<file path="config.mk">
export PLATFORM = sky130hd
export DESIGN_NAME = pipeline_sequencer
export DESIGN_NICKNAME = d
export VERILOG_FILES = /design/src/rtl/pipeline_sequencer_pkg.sv /design/src/rtl/pipeline_sequencer.sv
export SDC_FILE = /design/constraint.sdc
export NUM_CORES = 1
export LEC_CHECK = 0
export BUFFER_PORTS_ARGS = -buffer_cell sky130_fd_sc_hd__buf_2
export CORE_MARGIN = 2
export CORE_UTILIZATION = 58
export CTS_BUF_LIST = sky130_fd_sc_hd__clkbuf_8
export CTS_CLUSTER_DIAMETER = 100
export CTS_CLUSTER_SIZE = 28
export DETAILED_ROUTE_END_ITERATION = 12
export PLACE_DENSITY = 0.87
export SYNTH_ARGS = -nofsm -noshare
export SYNTH_HDL_FRONTEND = slang
export SYNTH_SLANG_ARGS = --single-unit
</file>
<file path="constraint.sdc">
create_clock -name i_clk -period 3.9 [get_ports i_clk]
set_input_delay 1.17 -clock i_clk [delete_from_list [all_inputs] [get_ports i_clk]]
set_output_delay 1.17 -clock i_clk [all_outputs]
set_load 0.005 [all_outputs]
</file>
<file path="src/rtl/pipeline_sequencer_pkg.sv">
// Shared encodings and constants for the pipeline sequencer.
package pipeline_sequencer_pkg;

  localparam int unsigned STATE_W            = 3;
  localparam int unsigned CYCLE_CNT_SIZE_DEF = 32;

  localparam logic LOW   = 1'b0;
  localparam logic HIGH  = 1'b1;
  localparam logic CLEAR = 1'b1;

  typedef enum logic [STATE_W-1:0] {
    ST_IDLE   = 3'd0,
    ST_RUN    = 3'd1,
    ST_STEP   = 3'd2,
    ST_HALTED = 3'd3,
    ST_FLUSH  = 3'd4
  } state_e;

endpackage

</file>
<file path="src/rtl/pipeline_sequencer.sv">
// Drives PC and inter-stage register enables/flushes for the five-stage pipeline.
module pipeline_sequencer
  import pipeline_sequencer_pkg::*;
#(
  parameter int unsigned CYCLE_CNT_SIZE = CYCLE_CNT_SIZE_DEF
) (
  input  logic                      i_clk,
  input  logic                      i_reset,
  input  logic                      i_run,
  input  logic                      i_pause,
  input  logic                      i_step,
  input  logic                      i_clear,
  input  logic                      i_halt_wb,
  input  logic                      i_stall,
  input  logic                      i_branch_flush,
  output logic                      o_pc_enable,
  output logic                      o_if_id_enable,
  output logic                      o_id_ex_enable,
  output logic                      o_ex_mem_enable,
  output logic                      o_mem_wb_enable,
  output logic                      o_if_id_flush,
  output logic                      o_id_ex_flush,
  output logic                      o_ex_mem_flush,
  output logic                      o_mem_wb_flush,
  output logic                      o_busy,
  output logic                      o_done,
  output logic [STATE_W-1:0]        o_state,
  output logic [CYCLE_CNT_SIZE-1:0] o_cycle_count
);

  state_e                    state_q, state_d;
  logic [CYCLE_CNT_SIZE-1:0] cnt_q, cnt_d;
  logic                      adv_c;

  // Pipeline advances only while running/stepping and no HALT has reached WB.
  assign adv_c = ((state_q == ST_RUN) || (state_q == ST_STEP)) && !i_halt_wb;

  // Next-state selection; clear overrides everything, halt beats pause.
  always_comb begin
    state_d = state_q;
    if (i_clear) begin
      state_d = ST_FLUSH;
    end else begin
      case (state_q)
        ST_IDLE: begin
          if (i_run)       state_d = ST_RUN;
          else if (i_step) state_d = ST_STEP;
        end
        ST_RUN: begin
          if (i_halt_wb)    state_d = ST_HALTED;
          else if (i_pause) state_d = ST_IDLE;
        end
        ST_STEP: begin
          if (i_halt_wb) state_d = ST_HALTED;
          else           state_d = ST_IDLE;
        end
        ST_HALTED: state_d = ST_HALTED;
        ST_FLUSH:  state_d = ST_IDLE;
        default:   state_d = ST_IDLE;
      endcase
    end
  end

  // Saturating advance counter, zeroed on entry to the flush state so it reads 0 during it.
  always_comb begin
    cnt_d = cnt_q;
    if (state_d == ST_FLUSH) begin
      cnt_d = '0;
    end else if (adv_c && (cnt_q != '1)) begin
      cnt_d = cnt_q + CYCLE_CNT_SIZE'(1);
    end
  end

  // State and counter registers.
  always_ff @(posedge i_clk or negedge i_reset) begin
    if (!i_reset) begin
      state_q <= ST_IDLE;
      cnt_q   <= '0;
    end else begin
      state_q <= state_d;
      cnt_q   <= cnt_d;
    end
  end

  // Enable/flush decode: stall inserts an ID/EX bubble and masks the branch flush.
  always_comb begin
    o_pc_enable     = LOW;
    o_if_id_enable  = LOW;
    o_id_ex_enable  = LOW;
    o_ex_mem_enable = LOW;
    o_mem_wb_enable = LOW;
    o_if_id_flush   = LOW;
    o_id_ex_flush   = LOW;
    o_ex_mem_flush  = LOW;
    o_mem_wb_flush  = LOW;
    if (state_q == ST_FLUSH) begin
      o_if_id_flush  = CLEAR;
      o_id_ex_flush  = CLEAR;
      o_ex_mem_flush = CLEAR;
      o_mem_wb_flush = CLEAR;
    end else if (adv_c) begin
      o_ex_mem_enable = HIGH;
      o_mem_wb_enable = HIGH;
      if (i_stall) begin
        o_id_ex_flush = CLEAR;
      end else begin
        o_pc_enable    = HIGH;
        o_if_id_enable = HIGH;
        o_id_ex_enable = HIGH;
        o_if_id_flush  = i_branch_flush;
      end
    end
  end

  assign o_busy        = (state_q == ST_RUN) || (state_q == ST_STEP);
  assign o_done        = (state_q == ST_HALTED);
  assign o_state       = state_q;
  assign o_cycle_count = cnt_q;

endmodule

</file>
After elaboration in Yosys (flattened, before gate mapping)
Index checks and enable logic that the tools add are counted.

cells by class
  equal/unequal tests = 6
  add/sub/neg operators = 1
  multiplexer cells = 21
  reductions and logical operators = 6

operators by type and width
  kind                                                                    count
  32-bit two-way mux                                                      2
  32-bit by 1-bit adder with 32-bit output (second input constant)        1
  32-bit != test (second input constant)                                  1
  3-bit two-way mux                                                       5
  1-bit two-way mux                                                       12
  3-bit one-hot mux with 4 select lines                                   1
  3-bit by 2-bit equality test with 1-bit output (second input constant)  2
  3-bit equality test (second input constant)                             2
  3-bit by 1-bit equality test with 1-bit output (second input constant)  1
  3-bit zero test                                                         1
  1-bit logical AND                                                       2
  2-bit two-way mux                                                       1
  2-bit nonzero test                                                      1
  1-bit zero test                                                         1
  1-bit logical OR                                                        1

storage, ports and cells
  bits in registers = 35
  input bits = 9
  word-level logic and storage cells = 36

Logic depth before layout (Yosys ltp)
  depth after elaboration = 6
  gate-level depth with buffers = 8
  gate-level depth less buffers = 6

Worst setup path before layout
OpenSTA, ideal clock, no wires.

  path type = input to output
  start point = in i_halt_wb
  end point = out o_if_id_flush
  cell stages on the path = 4
  arrival = 1.870 ns
  path slack = 0.860 ns
  buffers on the path = 0
  cells stage by stage = nor2_1 > nand2_2 > nor2_1 > a21o_1

on the way
  word-level cells in the longest chain between the ends = 4

RTL lines
  what                RTL line                   RTL
  start: declaration  pipeline_sequencer.sv:13   input logic i_halt_wb,
  1-bit zero test     pipeline_sequencer.sv:36   assign adv_c = ((state_q == ST_RUN) || (state_q == ST_STEP)) && !i_halt_wb;
  1-bit logical AND   pipeline_sequencer.sv:36
  1-bit two-way mux   pipeline_sequencer.sv:101  end else if (adv_c) begin
  1-bit two-way mux   pipeline_sequencer.sv:96   if (state_q == ST_FLUSH) begin
  end: declaration    pipeline_sequencer.sv:21   output logic o_if_id_flush,

Every way passes these cells.

Final worst setup path
Same ends and word-level chain as after synthesis.

==> results.txt <==
Crit path launch type: input pin
WP data required: 2.73 ns
CTS tree: yes
Ys Warns: 0
Commonest cells in the netlist: dfrtp_1, a21oi_1, nor2_1
Setup CP Type: in -> out
Fin crit share: 84.6%
Die Footprint: 4150 um2
Post-synth top area share: 41.4%
Inserted Clock Buffers: 5
Finished Layout Cells: 315
Placer congestion estimate: 0.854
Clock power frac: 37.9%
Clock Tree Buf Depth: 2
Max_slew headroom: 46.9%
Resize count post-CTS: 0
Post-Syn Area: 2120 um2
Clock transition at path regs: 0.07 ns
Post-cts hold buffer count: 0
Seq/Total Area, Yosys: 41.4%
Post-Place Cell Area: 2340 um2
Cell area after layout: 2420 um2
Setup slack after layout: 0.600 ns
Diodes inserted: 0
Critical Path End Type: primary output
Sw Ratio: 23.9%
Reg-to-Reg Start: o_cycle_count[10]
Total internal power: 0.498 mW
Status: finished clean
Cell with the most instances after synthesis: dfrtp_1
Psw: 0.156 mW
Setup bufs post-CTS: 0
Synthesized flop and latch total: 35
Final Util: 71.0%
RSZ-0062 raised after global routing: false
Rows: 21
Synth area leaders: dfrtp_1, a21oi_1, or4_1, xnor2_1, o31ai_1
ANT nets after route: 0
Max Transition Viols Final: 0
Aggregate global-route resource usage: 24.9%
Hold Vio Cnt, Final: 0
Initial antenna violation count: 0
Max-cap violations: 0
Vias: 1917
First-pass GRT wire length: 8.05 mm
Hold Slack: 0.567 ns
Peak supply drop: 0.247 mV
Drt total wl: 4.72 mm
Synth Flop Type: dfrtp_1
Top cell type by total area after synthesis: dfrtp_1
Core area: 3420 um2
Chip width: 64.4 um
Synth-to-layout area growth: 14.5%
Share of layout cells above drive strength 1: 29.4%
Die height: 64.4 um
Pwr dens: 270 nW/um2
# DRC: 0
Hold/Removal Path Class: reg -> reg
Fin crit period: 3.30 ns
Synth async-reset ratio: 100%
Top Ports: 55
Sequential Power Share: 56.3%
Logic pwr share: 5.8%
# setup viols final: 0
Port bufs: 54
Clock skew: 0.00376 ns
Leak: 1.09 nW
Setup crit start: i_halt_wb
Hold Startpoint: o_cycle_count[23]
Grt total ovfl: 0
Max FO, Critical Path: 10
Post-route setup TNS: 0 ns
Pre-antenna DRT Iters: 4
Post-DP HPWL: 3.29 mm
Post-synth EDFFs: 0
Post-Synthesis Cells: 224
Final net count: 278
Fmax: 0.303 GHz
Worst Tran Pin Value: 0.792 ns
Post-Synthesis Net Count: 234
Vias in the first global route: 1804
Initial DRC Count: 194
CP Data Arrival Time: 2.13 ns
Avg Synthesized Cell Area: 9.45 um2
Via/cell ratio: 6.09
Depth of the CTS H-tree: 2
Clock sinks: 35
Overall power: 0.654 mW
Latest clock arrival within the worst-skew pair: 0.29 ns
Root Buffer: clkbuf_8
Pre-CTS setup slack: 0.595 ns
Average routed wire per standard cell: 15.0 um
Largest net degree at the start of global routing: 37
Initial Util: 61.9%
# placed instances: 307
Synth unique cells: 49
power groups by stage:
stage                     registers [mW]  logic (mW)  clock network, mW
final                              0.369      0.0380              0.248
after global routing               0.369      0.0438              0.270
after CTS                          0.369      0.0387              0.251
after detailed placement           0.375      0.0387                  0
after global placement             0.375      0.0380                  0
after floorplan                    0.373      0.0229                  0
worst paths after layout:
| check | end | slack [ns] | cells past startpoint |
|---|---|---|---|
| worst min-delay path | o_cycle_count[23] | 0.57 | 2 |
| worst max-delay path | o_if_id_flush | 0.60 | 6 |
| max in group asynchronous | o_cycle_count[4] | 2.43 | 1 |
| worst max register to register | o_cycle_count[25] | 1.44 | 5 |
| min in group asynchronous | o_cycle_count[28] | 0.95 | 1 |
| worst min register to register | o_cycle_count[23] | 0.57 | 2 |
placed cells by master (no fill, tap or decap), types with 2 or more instances in the layout:
master / instances
or2_2: 2
a21o_1: 3
clkbuf_8: 5
nor2_1: 21
mux2_2: 2
or4_1: 12
a2111oi_0: 3
nand4_1: 7
and3_1: 3
o31ai_1: 11
or3_1: 4
nand2b_1: 2
o41ai_1: 3
nor4_4: 2
nor2b_1: 2
nand2_1: 13
dfrtp_1: 35
nand3_1: 10
a21oi_1: 23
xnor2_1: 10
o21ai_0: 6
and4_1: 2
inv_1: 9
buf_2: 54
a311oi_1: 2
area by class of cell:
cell class                 count  area, um2
clock inverter                 3       12.5
fill                         281        992
timing repair buffer          54        270
sequential                    35        876
clock buffer                   5       68.8
tap                           46       57.6
multi-input combinational    164       1110
inverter                       8       30.0
critical path, stage by stage:
cell and delay (ns):
buf_2 0.11, nor2_1 0.21, nand2_2 0.18, nor2_1 0.22, a21o_1 0.14, buf_2 0.10
kinds of logic (layout without fill, tap and decap cells):
| family | count (synthesis) | in the layout | synth area share (%) |
|---|---|---|---|
| compound gates | 57 | 57 | 17.6 |
| xor+xnor | 11 | 11 | 4.91 |
| fa+ha+maj | 1 | 1 | 0.591 |
| buf+inv | 25 | 70 | 6.21 |
| flops | 35 | 35 | 41.4 |
| mux | 2 | 2 | 1.06 |
| simple gates | 93 | 93 | 28.2 |
flip-flops by register name (all words and copies together) (netlist names):
name / count
o_cycle_count: 32
o_state: 3
layer usage:
| metal | track usage (%) | share of wire [%] |
|---|---|---|
| met1 | 29.4 | 42 |
| met2 | 43.2 | 51 |
| met3 | 6.16 | 4.7 |
| met4 | 9.84 | 2.1 |
| met5 | 0 | 0 |
No activity file was read; power rests on OpenSTA's default activity.
